[src/rtl/d8_pkg.sv]
// Shared constants and types for the d8 register file.
// Pure declarations; no logic, latency or flow control of its own.
package d8_pkg;
  localparam int D8_NREG = 8;
  localparam int D8_DW   = 8;
  localparam int D8_AW   = $clog2(D8_NREG);

  typedef logic [D8_AW-1:0] reg_idx_t;

  localparam logic [D8_DW-1:0] D8_RST_DAT = '0;
endpackage

[src/rtl/d8_reg_read_port.sv]
// One read port: newest-source forward mux (incoming write > pending > array) into an output register.
// Latency 1 cycle; never stalls, holds its value while rd_en is low.
import d8_pkg::*;

module d8_reg_read_port #(
  parameter int DW = D8_DW,
  parameter int AW = D8_AW
) (
  input  logic          clk,
  input  logic          rst_n,
  input  logic          rd_en,
  input  logic [AW-1:0] rd_sel,
  input  logic          wr_w,
  input  logic [AW-1:0] wr_sel,
  input  logic [DW-1:0] wr_dat,
  input  logic          pend_v,
  input  logic [AW-1:0] pend_sel,
  input  logic [DW-1:0] pend_dat,
  input  logic [DW-1:0] arr_dat,
  output logic [DW-1:0] rd_dat
);

  always_ff @(posedge clk) begin
    if (!rst_n) begin
      rd_dat <= DW'(D8_RST_DAT);
    end else if (rd_en) begin
      if (wr_w && (wr_sel == rd_sel))
        rd_dat <= wr_dat;
      else if (pend_v && (pend_sel == rd_sel))
        rd_dat <= pend_dat;
      else
        rd_dat <= arr_dat;
    end
  end

endmodule

[src/rtl/d8_registres.sv]
// Register file with one-deep pending write stage and two forwarding read ports (D8_REG_ZERO_EN: r0 reads 0).
// Write-to-array 2 edges, read latency 1 cycle; never back-pressures.
import d8_pkg::*;

module d8_registres #(
  parameter  int NREG = D8_NREG,
  parameter  int DW   = D8_DW,
  localparam int AW   = $clog2(NREG)
) (
  input  logic          sys_clk,
  input  logic          sys_rst_n,
  input  logic          wr_w,
  input  logic [AW-1:0] wr_sel,
  input  logic [DW-1:0] wr_dat,
  input  logic          rd_en_a,
  input  logic [AW-1:0] rd_sel_a,
  input  logic          rd_en_b,
  input  logic [AW-1:0] rd_sel_b,
  output logic [DW-1:0] rd_dat_a,
  output logic [DW-1:0] rd_dat_b,
  output logic          pend_v,
  output logic [AW-1:0] pend_sel
);

  logic [DW-1:0] mem [NREG];
  logic [DW-1:0] pend_dat;
  logic          wr_take;

  // Dropping r0 writes at capture keeps r0 out of the array, the pending
  // stage and the forward path, so every read of r0 naturally returns 0.
`ifdef D8_REG_ZERO_EN
  assign wr_take = wr_w && (wr_sel != '0);
`else
  assign wr_take = wr_w;
`endif

  always_ff @(posedge sys_clk) begin
    if (!sys_rst_n) begin
      for (int i = 0; i < NREG; i++) mem[i] <= DW'(D8_RST_DAT);
      pend_v   <= 1'b0;
      pend_sel <= '0;
      pend_dat <= DW'(D8_RST_DAT);
    end else begin
      if (pend_v) mem[pend_sel] <= pend_dat;
      pend_v   <= wr_take;
      pend_sel <= wr_take ? wr_sel : '0;
      pend_dat <= wr_take ? wr_dat : DW'(D8_RST_DAT);
    end
  end

  d8_reg_read_port #(.DW(DW), .AW(AW)) u_port_a (
    .clk      (sys_clk),
    .rst_n    (sys_rst_n),
    .rd_en    (rd_en_a),
    .rd_sel   (rd_sel_a),
    .wr_w     (wr_take),
    .wr_sel   (wr_sel),
    .wr_dat   (wr_dat),
    .pend_v   (pend_v),
    .pend_sel (pend_sel),
    .pend_dat (pend_dat),
    .arr_dat  (mem[rd_sel_a]),
    .rd_dat   (rd_dat_a)
  );

  d8_reg_read_port #(.DW(DW), .AW(AW)) u_port_b (
    .clk      (sys_clk),
    .rst_n    (sys_rst_n),
    .rd_en    (rd_en_b),
    .rd_sel   (rd_sel_b),
    .wr_w     (wr_take),
    .wr_sel   (wr_sel),
    .wr_dat   (wr_dat),
    .pend_v   (pend_v),
    .pend_sel (pend_sel),
    .pend_dat (pend_dat),
    .arr_dat  (mem[rd_sel_b]),
    .rd_dat   (rd_dat_b)
  );

endmodule

[config.mk]
export PLATFORM = sky130hd
export DESIGN_NAME = d8_registres
export DESIGN_NICKNAME = d
export VERILOG_FILES = /design/src/rtl/d8_pkg.sv /design/src/rtl/d8_reg_read_port.sv /design/src/rtl/d8_registres.sv
export SDC_FILE = /design/constraint.sdc
export NUM_CORES = 1
export LEC_CHECK = 0
export CELL_PAD_IN_SITES_DETAIL_PLACEMENT = 1
export CELL_PAD_IN_SITES_GLOBAL_PLACEMENT = 1
export CORE_MARGIN = 10
export CORE_UTILIZATION = 54
export CTS_BUF_LIST = sky130_fd_sc_hd__clkbuf_2
export CTS_CLUSTER_SIZE = 8
export DETAILED_ROUTE_END_ITERATION = 10
export PLACE_DENSITY_LB_ADDON = 0.1
export SYNTH_ARGS = -nofsm -noshare
export SYNTH_HDL_FRONTEND = slang
export SYNTH_SLANG_ARGS = --single-unit
[constraint.sdc]
create_clock -name sys_clk -period 4.8 [get_ports sys_clk]
set_input_delay 1.2 -clock sys_clk [delete_from_list [all_inputs] [get_ports sys_clk]]
set_output_delay 1.2 -clock sys_clk [all_outputs]
set_load 0.02 [all_outputs]
Word level (Yosys, flattened, before mapping)
Memory sizes are Yosys's and may differ from the RTL's.
Index checks and enable logic that the tools add are counted.
{"block": "word_totals", "n_memories": 1, "regBits": 28, "elab_cells": 27, "in_bits": 22, "mem_bits_rw": 64}
{"name": "mem", "depth": 8, "word_bits": 8, "read_ports": 2, "rd_clocked_by_memory_dff": 0, "wr": 8, "line": "d8_registres.sv:25", "rtl": "logic [DW-1:0] mem [NREG];"}
{"block": "classes", "n_reduce_logical": 6, "muxes": 11, "eq_ne": 4}
{"op": "$mux W8", "n": 5}
{"op": "$eq A3 B3 Y1", "n": 4}
{"op": "$reduce_or A8 Y1", "n": 1}
{"op": "$mux W1", "n": 5}
{"op": "$logic_and A1 B1 Y1", "n": 4}
{"op": "$mux W3", "n": 1}
{"op": "$reduce_and A2 Y1", "n": 1}

Longest topological paths before layout
Gate-level depths: netlist (run 1).
{"block": "depth", "word_depth": 5, "mapped_depth": 7, "mapped_depth_nobuf": 4}

Cells and area by module
Synthesis (run 1) repeated with hierarchy kept, for this count alone.
{"block": "hier_totals", "hier_cells": 353, "area_unflattened_um2": 4832.1}
{"mod": "d8_registres", "cells_per_inst": 249, "instances": 1, "area_per_inst_um2": 3846.2}
{"mod": "d8_reg_read_port", "cells_per_inst": 52, "instances": 2, "area_per_inst_um2": 493.0}

Least setup slack after synthesis (run 1)
OpenSTA, ideal clock, no wires.
{"block": "synth_timing", "kind": "in2reg", "start": "input port sys_rst_n", "end": "memory mem[6][0] in the netlist's numbering, enable pin", "arrival_ns": 2.309, "path_slack_ns": 2.106, "setup_time_ns": 0.384, "path_buffers": 1, "required_time_ns": 4.416, "path_stages": 3, "cell_sequence": "clkbuf_1 nand3_1 o21ai_0"}
{"item": "start: declaration", "line": "d8_registres.sv:11", "rtl": "input logic sys_rst_n,"}
{"item": "end: declaration", "line": "d8_registres.sv:25"}

Final worst setup path (run 1)
{"block": "layout_timing", "start": "input port rd_sel_a[1]", "end": "register u_port_a.rd_dat[7]"}
{"block": "layout_via", "elab_chain_cells": 4}
{"item": "start: declaration", "line": "d8_registres.sv:16", "rtl": "input logic [AW-1:0] rd_sel_a,"}
{"item": "branches (longest 3 deep; another with $mem_v2 Z8 W8)"}
{"item": "$mux W8 *", "line": "d8_reg_read_port.sv:27", "rtl": "if (wr_w && (wr_sel == rd_sel))"}
{"item": "end signal: assignment", "line": "d8_reg_read_port.sv:28", "rtl": "rd_dat <= wr_dat;"}
{"item": "end signal: assignment", "line": "d8_reg_read_port.sv:30", "rtl": "rd_dat <= pend_dat;"}
{"item": "end signal: assignment", "line": "d8_reg_read_port.sv:32", "rtl": "rd_dat <= arr_dat;"}
{"item": "end: declaration", "line": "d8_reg_read_port.sv:20", "rtl": "output logic [DW-1:0] rd_dat"}
Every way passes the cells marked *.
A chain may end at the register's enable or synchronous reset.

==> out/results.ini, run 1 <==
[synth]
syn-num-nets = 378
ys_async_sr_fraction_pct = 0
synth_common_cells = 65 x and2_1, 64 x edfxtp_1, 36 x nand2b_1
syn_area_um2 = 4920
ys.flop_type = edfxtp_1
synthCells = 356
synth_top_area_cell = edfxtp_1
synth_area_per_cell_um2 = 13.8
synth-seq-area-share_pct = 50.4
synth_top_area_share_pct = 39.0
synth.most_common_cell = and2_1
synth_warnings = 0
synth_cell_types = 26
ys_ff_latch = 92
ys_top_cells_by_area = edfxtp_1 39%, dfxtp_1 11%, mux4_1 8.5%
synth_edf_count = 64

[clock_network]
clock_latency_ns = 0.57
cts_buffers = 9
hold_buffers = 0
clock_sinks = 92
htreeDepth = 3
cts_setup_buffers = 0
cts-root-buf = clkbuf_2
cts_buffer_depth = 2
post_cts_resized = 0
cts_tree = built
path_clk_slew_ns = 0.26

[pwr]
switchingPower_uw = 423
pwr-share-comb_pct = 13.6
peakVddDrop_uv = 185
p_sw_share_pct = 28.5
p_seq_share_pct = 60.8
p_int_uw = 1060
clkPwrFrac_pct = 25.5
p_per_area_nw_per_um2 = 270
total_leakage_power_uw = 0.00212

[sta]
rsz0062_at_grt = false
period_needed_ns = 3.18
slew_violations = 0
setup_viol = 0
fin_crit_sh_pct = 66.2
fmax_mhz = 315
relSlewSlack_pct = 27.5
hold_viol = 0
fin_tns_setup_ns = 0
tightest_slew_ns = 1.08
clock_skew_ns = 0.0486

[floorplanning]
core_area_um2 = 8810
die_area_um2 = 13300
ioPinCount = 42
rows = 34
initial_core_util_pct = 55.9
die_w_um = 115
die_h_um = 115

[placement]
port_buffers = 41
post_dp_cell_area_um2 = 5400
gp_congestion = 0.783
dp_hpwl_um = 9410

[routing]
drt_iter0_markers = 239
firstDrtPassIters = 5
wl_met3_um = 840
wire_per_inst_um = 23.8
postRouteAntennaNets = 0
highest_layer = met4
wl_met2_um = 5870
wl_met1_um = 5280
viasPerCell = 6.17
wirelength_um = 12100
dr_total_vias = 3136
drc = 0

[final_layout]
num_antenna_cells = 0
nets = 417
fin_util_pct = 62.6
area_delta_synth_final_pct = 11.9
drive_above_1_share_pct = 15.0
final_area_um2 = 5510

[job]
drv_cap = 0

[setup_path]
cp.required_ns = 5.22
worstPathArrival_ns = 3.60
r2r_start = pend_v
critPathMaxFanout = 18
crit_path_end_kind = flop
ff2ff_setup_slack_ns = 2.47
crit_type = input pin to flop
start_kind = input pin
rr_endpoint = mem[4][7]
rr_worst_depth = 3

[hold_path]
min_from = u_port_b.rd_dat[2]
hold_depth = 2
hold_path_end = u_port_b.rd_dat[2]
worstHoldPathType = flop to flop

[status]
status = completed

[grt]
antenna_found_initial = 0
grtUsageTotal_pct = 19.0
grt_pass1_wl_um = 19500
gr-total-overflow = 0
grt_pass1_vias = 3331
grt_max_degree = 34

[registers in the layout, indices dropped and copies added (netlist names)]
name / cells
pend_sel: 3
u_port_a.rd_dat: 8
pend_dat: 8
mem: 64
u_port_b.rd_dat: 8
pend_v: 1
[how the worst max path moves through the flow]
stage	startpoint	end	cells after the start
final	rd_sel_a[1]	u_port_a.rd_dat[7]	5
after global placement	rd_sel_a[1]	u_port_a.rd_dat[1]	5
after global routing	rd_sel_a[1]	u_port_a.rd_dat[2]	5
after floorplan	sys_rst_n	mem[6][0]	3
after CTS	rd_sel_a[1]	u_port_a.rd_dat[7]	5
after detailed placement	rd_sel_a[1]	u_port_a.rd_dat[7]	5
[worst max-delay path: stages]
cell             delay (ns)
clkdlybuf4s50_1        1.19
mux4_1                 0.66
mux2_2                 0.27
mux2i_1                0.16
a31oi_1                0.10
[layout by cell type, fill, tap and decap left out, drive strengths merged, types with 9 or more instances in the layout]
cell and instances:
mux4 32, buf 10, mux2 16, mux2i 16
a31oi 16, o221ai 16, edfxtp 64, nand2b 36
and2 65, clkdlybuf4s50 41, clkbuf 9, dfxtp 28
and3 11, xnor2 12
[area by class of cell]
class | instances | area (µm²)
sequential | 92 | 2480
tap | 108 | 135
multi-input combinational | 241 | 2290
fill | 855 | 3300
timing repair buffer | 51 | 485
clock inverter | 7 | 70.1
clock buffer | 9 | 45.0
[metal layers]
layer,vias to the layer above,track usage (%)
met3,8,4.44
met2,122,31.2
met1,1554,24.8
met4,0,4.65
met5,-,0
li1,1452,-
[power by group through the flow]
stage,sequential [µW],combinational (µW),clock (µW)
final,904,203,380
after floorplan,918,128,0
after CTS,903,205,387
after global routing,908,220,421
after global placement,916,198,0
after detailed placement,920,203,0
[cells by family after synthesis]
logic type | after synthesis | share of synthesized area (%)
DFF | 92 | 50.4
and+or+nand+nor | 127 | 16.2
buffers and inverters | 23 | 3.05
xor gates and xnor gates | 12 | 2.13
AOI/OAI and AO/OA | 38 | 5.49
muxes | 64 | 22.8
[per-stage QoR]
step	hold slack, ns	std cells	total power (µW)	setup WS, ns
6_report	0.525	508	1490	1.62
5_1_grt	0.556	508	1550	1.32
4_1_cts	0.531	508	1500	1.61
3_5_place_dp	0.503	492	1120	1.02
3_3_place_gp	0.487	492	1110	1.06
2_1_floorplan	0.572	356	1050	2.11
Note: power is estimated with default switching activity, not from simulation.
==> run 2, diff against run 1 <==
- CORE_UTILIZATION: 54 -> 50
- clock period: 4.8 -> 3.27 ns (I/O delays scaled with it)
==> run 2 against run 1 <==
Compared with the run above: final cell count increased by 6.1%; non-clock buffer count increased by 7; critical path depth decreased by 4; clock skew decreased by 0.014 ns; hold slack got worse by 0.0074 ns; critical endpoint is now pend_sel[1].
==> out/results.ini, run 2 (same netlist as run 1, synthesis figures left out) <==
[clock_network]
htreeDepth = 3
path_clk_slew_ns = 0.23
cts_setup_buffers = 0
hold_buffers = 0
cts_buffer_depth = 2
clock_latency_ns = 0.60
post_cts_resized = 0
cts_tree = built
cts_buffers = 9
clock_sinks = 92
cts-root-buf = clkbuf_2

[grt]
antenna_found_initial = 0
grt_pass1_wl_um = 19600
grtUsageTotal_pct = 17.8
grt_max_degree = 37
gr-total-overflow = 0
grt_pass1_vias = 3311

[routing]
dr_total_vias = 3148
drt_iter0_markers = 202
wirelength_um = 12300
firstDrtPassIters = 4
viasPerCell = 5.84
drc = 0
wire_per_inst_um = 22.7
postRouteAntennaNets = 0

[status]
status = completed

[sta]
fmax_mhz = 375
slew_violations = 0
setup_ws_ns = 0.601
fin_tns_setup_ns = 0
clock_skew_ns = 0.0349
hold_viol = 0
rsz0062_at_grt = false
timing.hold.ws_ns = 0.518
tightest_slew_ns = 0.777
setup_viol = 0
relSlewSlack_pct = 48.1
period_needed_ns = 2.67
fin_crit_sh_pct = 81.6

[placement]
dp.cells = 524
port_buffers = 41
dp_hpwl_um = 9530
pre_cts_slack_ns = 0.386
gp_congestion = 0.768

[setup_path]
cp.required_ns = 2.45
ff2ff_setup_slack_ns = 1.49
worstPathArrival_ns = 1.85
crit_path_end_kind = output port
slowest_stage = clkdlybuf4s50_1
crit_type = flop to output port
cpLargestDelayFamily = buffers and inverters
path_cells = clkdlybuf4s50_1
start_kind = flop
slowest_delay_ns = 0.69
critPathMaxFanout = 8
crit_buf_inv = 1

[final_layout]
largest_reg_flops = 64
n_fill_cell = 959
area_delta_synth_final_pct = 14.0
mostFrequentLayoutCells = 65 x and2_1, 64 x edfxtp_1, 41 x clkdlybuf4s50_1
stdcell_count = 539
final_common_cell = and2_1
nets = 424
top_register = mem
drive_above_1_share_pct = 16.3
num_antenna_cells = 0

[pwr]
switchingPower_uw = 579
clkPwrFrac_pct = 28.5
total_leakage_power_uw = 0.00217
peakVddDrop_uv = 311
finalPower_uw = 2280
p_sw_share_pct = 25.4
p_int_uw = 1700
pwr-share-comb_pct = 13.4
p_seq_share_pct = 58.2
p_per_area_nw_per_um2 = 406

[floorplanning]
die_w_um = 119
die_h_um = 119
core_area_um2 = 9680
die_area_um2 = 14200
initial_core_util_pct = 50.9
ioPinCount = 42
rows = 36

[job]
drv_cap = 0

[hold_path]
worstHoldPathType = flop to flop

[run 2: cell count changes in the layout (fill, tap and decap cells not counted)]
| cell | change |
|---|---|
| clkinv_8 | -1 |
| inv_8 | -1 |
| clkbuf_2 | +1 |
| clkinv_4 | -1 |
| bufinv_16 | +2 |
| buf_4 | +7 |
| clkinvlp_4 | -1 |
[run 2: metrics by stage]
step                      util, %  area [µm²]
final                        58.0        5620
after global routing         58.0        5620
after CTS                    58.0        5620
after detailed placement     56.6        5480
after global placement       56.6        5480
after floorplan                 -        4920
[run 2: power by group through the flow]
stage          logic [µW]  clock network, µW  registers, µW
2_1_floorplan         188                  0           1350
3_3_place_gp          297                  0           1350
3_5_place_dp          306                  0           1350
4_1_cts               308                669           1330
5_1_grt               330                718           1330
6_report              305                649           1330
[run 2: path summary, 6_finish.rpt]
| kind | startpoint | endpoint | cells past startpoint |
|---|---|---|---|
| min reg2reg | u_port_a.rd_dat[6] | u_port_a.rd_dat[6] | 2 |
| max | pend_sel[1] | pend_sel[1] | 1 |
| min | u_port_a.rd_dat[6] | u_port_a.rd_dat[6] | 2 |
| max reg2reg | pend_v | mem[4][6] | 3 |
[run 2: layout make-up]
cell class / count / area [µm²] / share of cell area, %
sequential: 92 / 2480 / 44.2
tap: 133 / 166 / 2.96
multi-input combinational: 241 / 2290 / 40.8
clock buffer: 10 / 50.0 / 0.891
clock inverter: 5 / 86.3 / 1.54
timing repair buffer: 58 / 538 / 9.58
[run 2: layer usage]
| metal | GRT usage [%] | wire [µm] | up-vias |
|---|---|---|---|
| met2 | 28.1 | 5810 | 87 |
| met1 | 23.9 | 5670 | 1586 |
| met3 | 4.68 | 668 | 12 |
| met5 | 0 | 0 | - |
| met4 | 4.05 | 97 | 0 |
| li1 | - | - | 1463 |
[run 2: worst reg2reg max path, cell delays in order (launching register included)]
cell      delay (ns)
dfxtp_1         0.52
nand3_1         0.30
nor3_1          0.27
nand2b_1        0.41
